===== src/rtl/ahb_mst_arb.sv =====
// Round-robin arbiter that shares one simple-AHB master port between two requesters.
// Grant holds through the Okay of a locked burst; ARB_TIMEOUT_EN adds a watchdog that aborts stuck grants.
module ahb_mst_arb #(
  parameter int ADDR_W  = 32,
  parameter int DATA_W  = 32,
  parameter int TIMEOUT = 255
) (
  input  logic              CLK,
  input  logic              RST_N,
  input  logic              M0Req,
  input  logic              M0Burst,
  input  logic              M0Busy,
  input  logic              M0Write,
  input  logic [2:0]        M0Size,
  input  logic [ADDR_W-1:0] M0Addr,
  input  logic [DATA_W-1:0] M0Out,
  output logic [DATA_W-1:0] M0In,
  output logic              M0Okay,
  output logic              M0Gnt,
  output logic              M0Err,
  input  logic              M1Req,
  input  logic              M1Burst,
  input  logic              M1Busy,
  input  logic              M1Write,
  input  logic [2:0]        M1Size,
  input  logic [ADDR_W-1:0] M1Addr,
  input  logic [DATA_W-1:0] M1Out,
  output logic [DATA_W-1:0] M1In,
  output logic              M1Okay,
  output logic              M1Gnt,
  output logic              M1Err,
  output logic              AhbReq,
  output logic              AhbBurst,
  output logic              AhbBusy,
  output logic              AhbWrite,
  output logic [2:0]        AhbSize,
  output logic [ADDR_W-1:0] AhbAddr,
  output logic [DATA_W-1:0] AhbOut,
  input  logic [DATA_W-1:0] AhbIn,
  input  logic              Okay
);

  localparam logic [1:0] IDLE = 2'b00;
  localparam logic [1:0] GNT0 = 2'b01;
  localparam logic [1:0] GNT1 = 2'b10;

  logic [1:0] state_q, state_d;
  logic       last_gnt_q, last_gnt_d;
  logic       granted, sel1, gnt_req, gnt_burst, timeout;

  assign granted   = (state_q == GNT0) || (state_q == GNT1);
  assign sel1      = (state_q == GNT1);
  assign gnt_req   = sel1 ? M1Req   : M0Req;
  assign gnt_burst = sel1 ? M1Burst : M0Burst;

`ifdef ARB_TIMEOUT_EN
  localparam int               CNT_W   = $clog2(TIMEOUT + 1);
  localparam logic [CNT_W-1:0] TO_LAST = CNT_W'(TIMEOUT - 1);

  logic [CNT_W-1:0] cnt_q, cnt_d;

  // Held at zero while idle, so every new grant starts counting from zero.
  always_comb begin
    cnt_d = cnt_q;
    if (!granted || Okay) cnt_d = '0;
    else                  cnt_d = cnt_q + 1'b1;
  end

  always_ff @(posedge CLK or negedge RST_N) begin
    if (!RST_N) cnt_q <= '0;
    else        cnt_q <= cnt_d;
  end

  assign timeout = granted && !Okay && (cnt_q == TO_LAST);
`else
  assign timeout = 1'b0;
`endif

  always_comb begin
    state_d    = state_q;
    last_gnt_d = last_gnt_q;
    case (state_q)
      IDLE: begin
        // Port 0 wins a tie only when port 1 was served last.
        if (M0Req && (!M1Req || last_gnt_q)) begin
          state_d    = GNT0;
          last_gnt_d = 1'b0;
        end else if (M1Req) begin
          state_d    = GNT1;
          last_gnt_d = 1'b1;
        end
      end
      GNT0, GNT1: begin
        if (Okay) begin
          if (!gnt_burst) state_d = IDLE;
        end else if (!gnt_req || timeout) begin
          state_d = IDLE;
        end
      end
      default: state_d = IDLE;
    endcase
  end

  always_ff @(posedge CLK or negedge RST_N) begin
    if (!RST_N) begin
      state_q    <= IDLE;
      last_gnt_q <= 1'b1;
    end else begin
      state_q    <= state_d;
      last_gnt_q <= last_gnt_d;
    end
  end

  assign AhbReq   = granted && gnt_req && !timeout;
  assign AhbBurst = granted && gnt_burst;
  assign AhbBusy  = granted && (sel1 ? M1Busy  : M0Busy);
  assign AhbWrite = granted && (sel1 ? M1Write : M0Write);
  assign AhbSize  = !granted ? 3'b010 : (sel1 ? M1Size : M0Size);
  assign AhbAddr  = !granted ? '0 : (sel1 ? M1Addr : M0Addr);
  assign AhbOut   = !granted ? '0 : (sel1 ? M1Out  : M0Out);

  assign M0In   = AhbIn;
  assign M1In   = AhbIn;
  assign M0Gnt  = (state_q == GNT0);
  assign M1Gnt  = (state_q == GNT1);
  assign M0Okay = M0Gnt && Okay;
  assign M1Okay = M1Gnt && Okay;
  assign M0Err  = M0Gnt && timeout;
  assign M1Err  = M1Gnt && timeout;

endmodule


===== config.mk =====
export PLATFORM = sky130hd
export DESIGN_NAME = ahb_mst_arb
export DESIGN_NICKNAME = d
export VERILOG_FILES = /design/src/rtl/ahb_mst_arb.sv
export SDC_FILE = /design/constraint.sdc
export NUM_CORES = 1
export LEC_CHECK = 0
export ABC_CLOCK_PERIOD_IN_PS = 1550
export CAP_MARGIN = 20
export CORE_AREA = 5 5 119 121
export CTS_CLUSTER_DIAMETER = 120
export DETAILED_ROUTE_END_ITERATION = 8
export DIE_AREA = 0 0 124 126
export HOLD_SLACK_MARGIN = 0.12
export SYNTH_ARGS = -nofsm -noshare
export SYNTH_HDL_FRONTEND = slang
export SYNTH_SLANG_ARGS = --single-unit

===== constraint.sdc =====
create_clock -name CLK -period 1.55 [get_ports CLK]
set_clock_uncertainty 0.2 [all_clocks]
set_input_delay 0.155 -clock CLK [delete_from_list [all_inputs] [get_ports CLK]]
set_output_delay 0.155 -clock CLK [all_outputs]
set_load 0.01 [all_outputs]

==> summary.md, run 1 <==
| Metric | Value |
|---|---|
| Die height | around 130 um |
| Min-Delay Path Class | register to register |
| Post-synth top area share | 0.355 |
| Clock Sinks | 3 |
| Die ar. | between 0.015 and 0.02 mm^2 |
| F_max | around 0.48 GHz |
| Leading area contributor after synthesis | mux2i_1 |
| Leakage | 2.19 nW |
| Final Cycle Share | 1.34 |
| Reg-to-Reg End | state_q[0] |
| Reg2Reg Setup Slack | -0.47 ns |
| Data arrival, critical path | around 1.7 ns |
| Port Buffers | about 220 |
| DR WL/cell | roughly 18 um |
| DR pass1 iterations | 4 |
| H-tree levels | 1 |
| Total negative setup slack | -33.34 ns |
| Largest net degree at the start of global routing | 21 |
| Outcome | finished, violations left |
| RSZ-0062 raised after global routing | yes |
| Netlist cell types | 23 |
| WS Path Type | register to output pin |
| Routed WL | 11600 um |
| Synth Area in Adders | 0.0254 |
| Crit end category | output pin |
| Number of flops mapped to enable cells by yosys | 0 |
| Multi-input logic area | between 0.0015 and 0.002 mm^2 |
| Clock transition at path regs | about 0.030 ns |
| Avg Cell Area, Syn | around 8 um^2 |
| IO Pins | 318 |
| Synth cell count leaders | mux2i_1, nor2b_1, buf_4 |
| Gpl congestion | 0.733 |
| Depth of the most critical reg-to-reg path | 9 |
| Xor/xnor share of the synthesized area | 0 |
| Remaining antenna violation count | 0 |
| Gr usage total | 0.128 |
| Max Slew Vio Count | 0 |
| Clock root cell | clkbuf_16 |
| DIE WIDTH | ~120 um |
| Clock buffer count from CTS | 3 |
| Post-synthesis simple-gate area fraction | 0.244 |
| Synthesis Warnings | 0 |
| Worst skew pair latency | ~0.22 ns |
| Via count | between 2k and 3k |
| Required @ worst endpoint | about 1.2 ns |
| Starting Density | 0.152 |
| Power per cell area | approximately 1600 mW/mm^2 |
| Fin nets | 660 |
| Worst Hold Launch | last_gnt_q |
| Maxcap violations | 0 |
| Via density | slightly below 4 |
| Gate count of the mapped netlist | between 200 and 250 |
| Ant diodes | 0 |
| Reg area | 77.6 um^2 |
| Vias in the first global route | 2944 |
| Initial antenna violation count | 0 |
| GRT overflow | 0 |
| Final Core Density | 0.427 |
| Rows | 42 |
| Final hold viol count | 0 |
| Largest cells by area after synthesis | mux2i_1, buf_4, nor2b_1 |
| Peak supply drop | 0.000692 V |
| Layout cells sized above 1 | 0.519 |
| Hpwl dp | about 7200 um |
| Hold Path End | last_gnt_q |
| Grt met3 use | 0.0323 |
| Global route hottest layer | met2 |
| Failing checks | negative setup slack |
| CTS tree | yes |
| Async SR Flop Fraction | 1.00 |
| Met1 usage | 0.131 |
| Post-synthesis register bit count | 3 |
| Hold Path Cell Cnt | 2 |
| DRT iter0 DRCs | 26 |
| Largest family of logic cells by synthesized area | multiplexers |
| Final worst slack | -0.535 ns |
| Synth Flop Type | dfrtp_1 |
| Final min period | approximately 2.1 ns |
| Layout area overhead | 181% |
| Multiplexer share of the synthesized area | 0.362 |
| Startpoint Class | register |
| Fillers | ~1.2k |
| DRC Markers | 0 |
| Critical R2R Launch | state_q[0] |
| Max clock buf depth | 2 |
| Mapped cell area | about 0.0020 mm^2 |
| Sequential share of the synthesized area | 0.0387 |
| First-pass GRT wire length | 15600 um |
| GRT met2 Usage | 0.262 |
| Synth Area in Compound Gates | 0.0292 |
| Setup violations, final | 77 |
| CP max FO | 6 |
| Core area | between 0.01 and 0.015 mm^2 |
-- critical path, cell delays in order, from the launching register on --
cell     delay (ns)
dfrtp_1        0.37
inv_2          0.10
ha_4           0.18
buf_12         0.13
buf_12         0.12
buf_8          0.11
buf_4          0.11
mux2i_2        0.21
nor2b_2        0.05
buf_2          0.13
-- worst max path at each step --
stage	startpoint	slack, ns	to
global placement	state_q[0]	-0.57	AhbOut[18]
floorplan	state_q[0]	-0.13	state_q[0]
global route	state_q[0]	-0.62	AhbAddr[29]
finish	state_q[0]	-0.53	AhbAddr[27]
detailed placement	state_q[1]	-0.64	AhbReq
CTS	state_q[0]	-0.55	AhbAddr[25]
-- flip-flops by register name, indices dropped and copies added, names as in the netlist --
name / flops
last_gnt_q: 1
state_q: 2
-- per-layer routing --
metal  share of wire  up-vias
met3           0.090        4
met1            0.34     1170
met2            0.57      163
met4          0.0022        0
li1                -     1220
met5               0        -
-- power by group --
part           internal [mW]  switching [mW]
Sequential             0.125          0.0342
Clock                  0.339          0.0676
Combinational           4.99            3.17
-- logic make-up after synthesis --
family | after synthesis
buf+inv | 85
compound gates | 7
mux | 71
simple gates | 78
fa+ha+maj | 4
flops | 3
other cells | 1
-- metrics by stage --
stage	power (mW)	hold WS [ns]	setup slack [ns]	area (um^2)	std cells
floorplan	3.17	-0.341	-0.130	2180	250
global placement	5.72	0.110	-0.570	4200	582
detailed placement	5.77	0.110	-0.638	4200	582
CTS	7.74	0.341	-0.547	5100	651
global route	9.26	0.373	-0.617	5550	654
finish	8.73	0.342	-0.535	5550	654
-- final cells by class --
cell class	instances	area share
repair buffers	306	0.572
multi-input cells	162	0.358
well taps	176	0.0397
flip-flops and latches	3	0.0140
inverters	3	0.00203
clock buffers	4	0.0142
-- cell usage in the layout, fill, tap and decap left out, drive strengths merged --
master	instances
o2bb2ai	2
nand2b	1
mux2i	71
dfrtp	2
a31oi	1
dfstp	1
ha	4
o22ai	1
o221ai	1
a21oi	1
inv	3
conb	2
or3b	1
nand2	3
dlygate4sd2	1
clkdlybuf4s50	144
nand3	1
o211ai	1
clkbuf	9
clkdlybuf4s15	9
dlygate4sd3	33
nor2b	70
and2	2
buf	114
-- timing repair --
item / 4_1_cts / 5_1_grt
pin swaps: 4 / 2
hold buffers: 33 / 0
gates resized for setup: 350 / 84
buffers inserted: 25 / 3
hold endpoints to repair: 66 / 0
endpoints found under the setup margin: 77 / 77
gates cloned: 9 / 5
Power figures use the tool's default switching activity.
==> inputs of run 2 (changes only) <==
--- a/config.mk
+++ b/config.mk
@@ -7,11 +7,14 @@
 export LEC_CHECK = 0
 export ABC_CLOCK_PERIOD_IN_PS = 1550
 export CAP_MARGIN = 20
-export CORE_AREA = 5 5 119 121
+export CELL_PAD_IN_SITES_DETAIL_PLACEMENT = 0
+export CELL_PAD_IN_SITES_GLOBAL_PLACEMENT = 1
+export CORE_MARGIN = 5
+export CORE_UTILIZATION = 12
 export CTS_CLUSTER_DIAMETER = 120
 export DETAILED_ROUTE_END_ITERATION = 8
-export DIE_AREA = 0 0 124 126
 export HOLD_SLACK_MARGIN = 0.12
+export PLACE_DENSITY_LB_ADDON = 0.1
 export SYNTH_ARGS = -nofsm -noshare
 export SYNTH_HDL_FRONTEND = slang
 export SYNTH_SLANG_ARGS = --single-unit
==> run 2 against run 1 <==
The flow still finishes with violations (negative setup slack). Die area increased by 22%. Sequential cell count did not move. Combinational power fell by 5.4%. Design area decreased by 1.6%. Largest cell class unchanged. Sequential share of layout area barely moved. Register-to-register slack better by 0.02 ns. Non-clock buffer count shrank 10. Largest power group unchanged. Global-route usage is 2.5 points lower. Critical endpoint is now AhbOut[25].
==> summary.md, run 2 (synthesized netlist as in run 1, its figures left out) <==
| Metric | Value |
|---|---|
| Crit path from | state_q[0] |
| Die height | approximately 140 um |
| Starting Density | 0.123 |
| Final worst slack | -0.546 ns |
| H-tree levels | 1 |
| First-pass GRT wire length | between 15000 and 20000 um |
| Via count | 2499 |
| Final hold viol count | 0 |
| Clock root cell | clkbuf_16 |
| Max Slew Vio Count | 0 |
| Rows | 46 |
| Clock Sinks | 3 |
| Outcome | finished, violations left |
| Largest net degree at the start of global routing | 29 |
| Initial antenna violation count | 0 |
| WS Path Type | register to output pin |
| DR pass1 iterations | 3 |
| Maxcap violations | 0 |
| Cell seen most often among critical-path stages | buf_6 |
| Final std cells w/o fill | roughly 680 |
| Biggest regs | state_q: 2 flops, last_gnt_q: 1 flops |
| Failing checks | negative setup slack |
| IO Pins | about 320 |
| Peak supply drop | around 0.0006 V |
| DIE WIDTH | about 140 um |
| Data arrival, critical path | roughly 1.7 ns |
| Layout area overhead | 177% |
| CTS tree | yes |
| Vias in the first global route | ~2.8k |
| Commonest cells after routing, fill and taps aside | clkdlybuf4s50_1, buf_6, buf_2 |
| CP max FO | 7 |
| Die ar. | approximately 0.019 mm^2 |
| GRT overflow | 0 |
| Reg area | ~76 um^2 |
| Worst hold slack | ~0.33 ns |
| RSZ-0062 raised after global routing | yes |
| Hpwl dp | 7240 um |
| Via density | roughly 3.7 |
| Startpoint Class | register |
| Required @ worst endpoint | roughly 1.2 ns |
| Fillers | ~1.6k |
| Port Buffers | between 200 and 250 |
| Largest register by flop count | state_q |
| Final Cycle Share | 1.35 |
| Ant diodes | 0 |
| Critical R2R Launch | state_q[0] |
| Gpl congestion | ~0.72 |
| Clock transition at path regs | roughly 0.03 ns |
| Worst Hold Launch | last_gnt_q |
| Remaining antenna violation count | 0 |
| Clock buffer count from CTS | 3 |
| Routed WL | 10800 um |
| DR WL/cell | ~16 um |
| Slowest cell on crit path | ha_4 |
| Gr usage total | 0.103 |
| Power per cell area | about 1500 mW/mm^2 |
| Worst skew pair latency | around 0.22 ns |
| Multi-input logic area | 0.00201 mm^2 |
| CP max stage delay | roughly 0.36 ns |
| Inst Count DP | about 620 |
| Layout cells sized above 1 | 0.504 |
| DRT iter0 DRCs | 16 |
| Leakage | 2.15 nW |
| Crit end category | output pin |
| CP Cell Sequence | inv_2 > buf_6 > buf_6 > ha_4 > buf_6 > buf_16 > nor2b_1 > buf_2 |
| Min-Delay Path Class | register to register |
| Fin nets | 650 |
| Final min period | roughly 2.1 ns |
| Max FFs per register | 2 |
| Setup violations, final | 77 |
| F_max | around 0.48 GHz |
| Max clock buf depth | 2 |
| Commonest non-fill, non-tap cell in the layout | clkdlybuf4s50_1 |
| Core area | approximately 0.016 mm^2 |
| DRC Markers | 0 |
==> run 2: cell types whose count changed in the layout (fill, tap and decap cells not counted), sizes merged <==
cell	before	now
dlygate4sd2	1	0
clkbuf	9	6
buf	114	117
clkdlybuf4s15	9	0
==> run 2: worst max-delay path: cells and delay by family (launching register included) <==
| kind | cells | cell delay (ns) |
|---|---|---|
| buf+inv | 6 | 0.68 |
| fa+ha+maj | 1 | 0.36 |
| flops | 1 | 0.35 |
| simple gates | 1 | 0.12 |
==> run 2: routing by layer <==
| layer | global-route usage | routed length, um | up-vias |
|---|---|---|---|
| met1 | 0.105 | 3750 | 1130 |
| li1 | - | - | 1200 |
| met3 | 0.0372 | 979 | 4 |
| met5 | 0 | 0 | - |
| met4 | 0.0130 | 38 | 0 |
| met2 | 0.205 | 6020 | 165 |
==> run 2: final cells by class <==
type,instances,share of cell area
clock buffer,4,0.0144
inverter,3,0.00252
multi-input combinational,162,0.369
sequential,3,0.0140
tap,216,0.0495
timing repair buffer,296,0.551
==> run 2: final timing paths <==
kind                              end  slack (ns)  cells past startpoint
setup / recovery           AhbOut[25]       -0.55                      8
hold / removal             last_gnt_q        0.33                      2
setup reg to reg           state_q[0]       -0.45                     10
hold reg to reg            last_gnt_q        0.33                      2
max in group asynchronous  last_gnt_q        0.45                      2
min in group asynchronous  state_q[0]        0.48                      2
==> run 2: metrics by stage <==
step | cell area [um^2] | TNS (ns) | utilization | setup slack [ns] | power, mW
3_5_place_dp | 4240 | -44.13 | 0.265 | -0.632 | 5.86
6_report | 5460 | -34.93 | 0.341 | -0.546 | 8.28
3_3_place_gp | 4240 | -44.41 | 0.265 | -0.639 | 5.92
5_1_grt | 5460 | -42.08 | 0.341 | -0.656 | 8.84
4_1_cts | 5050 | -35.26 | 0.315 | -0.558 | 7.36
2_1_floorplan | 2180 | -6.78 | - | -0.130 | 3.17
==> run 2: timing repair <==
item,CTS,global route
pin swaps,4,5
resized for setup,376,86
setup endpoints to repair,77,77
hold buffers,33,0
hold endpoints to repair,66,0
gates cloned,9,2
setup buffers,18,3
==> run 2: report_power, final <==
part / switching, mW / leakage, nW / internal [mW] / total (mW)
combinational: 3.03 / 2.08 / 4.69 / 7.73
sequential: 0.0292 / 0.0364 / 0.123 / 0.152
clock: 0.0671 / 0.0382 / 0.339 / 0.406
total: 3.13 / 2.15 / 5.15 / 8.28
==> inputs of run 3 (changes only) <==
--- a/config.mk
+++ b/config.mk
@@ -13,6 +13,7 @@
 export CORE_UTILIZATION = 12
 export CTS_CLUSTER_DIAMETER = 120
 export DETAILED_ROUTE_END_ITERATION = 8
+export GPL_TIMING_DRIVEN = 1
 export HOLD_SLACK_MARGIN = 0.12
 export PLACE_DENSITY_LB_ADDON = 0.1
 export SYNTH_ARGS = -nofsm -noshare
==> results of run 3 <==
The final DEF is identical to that of run 2; final timing and power are the same.
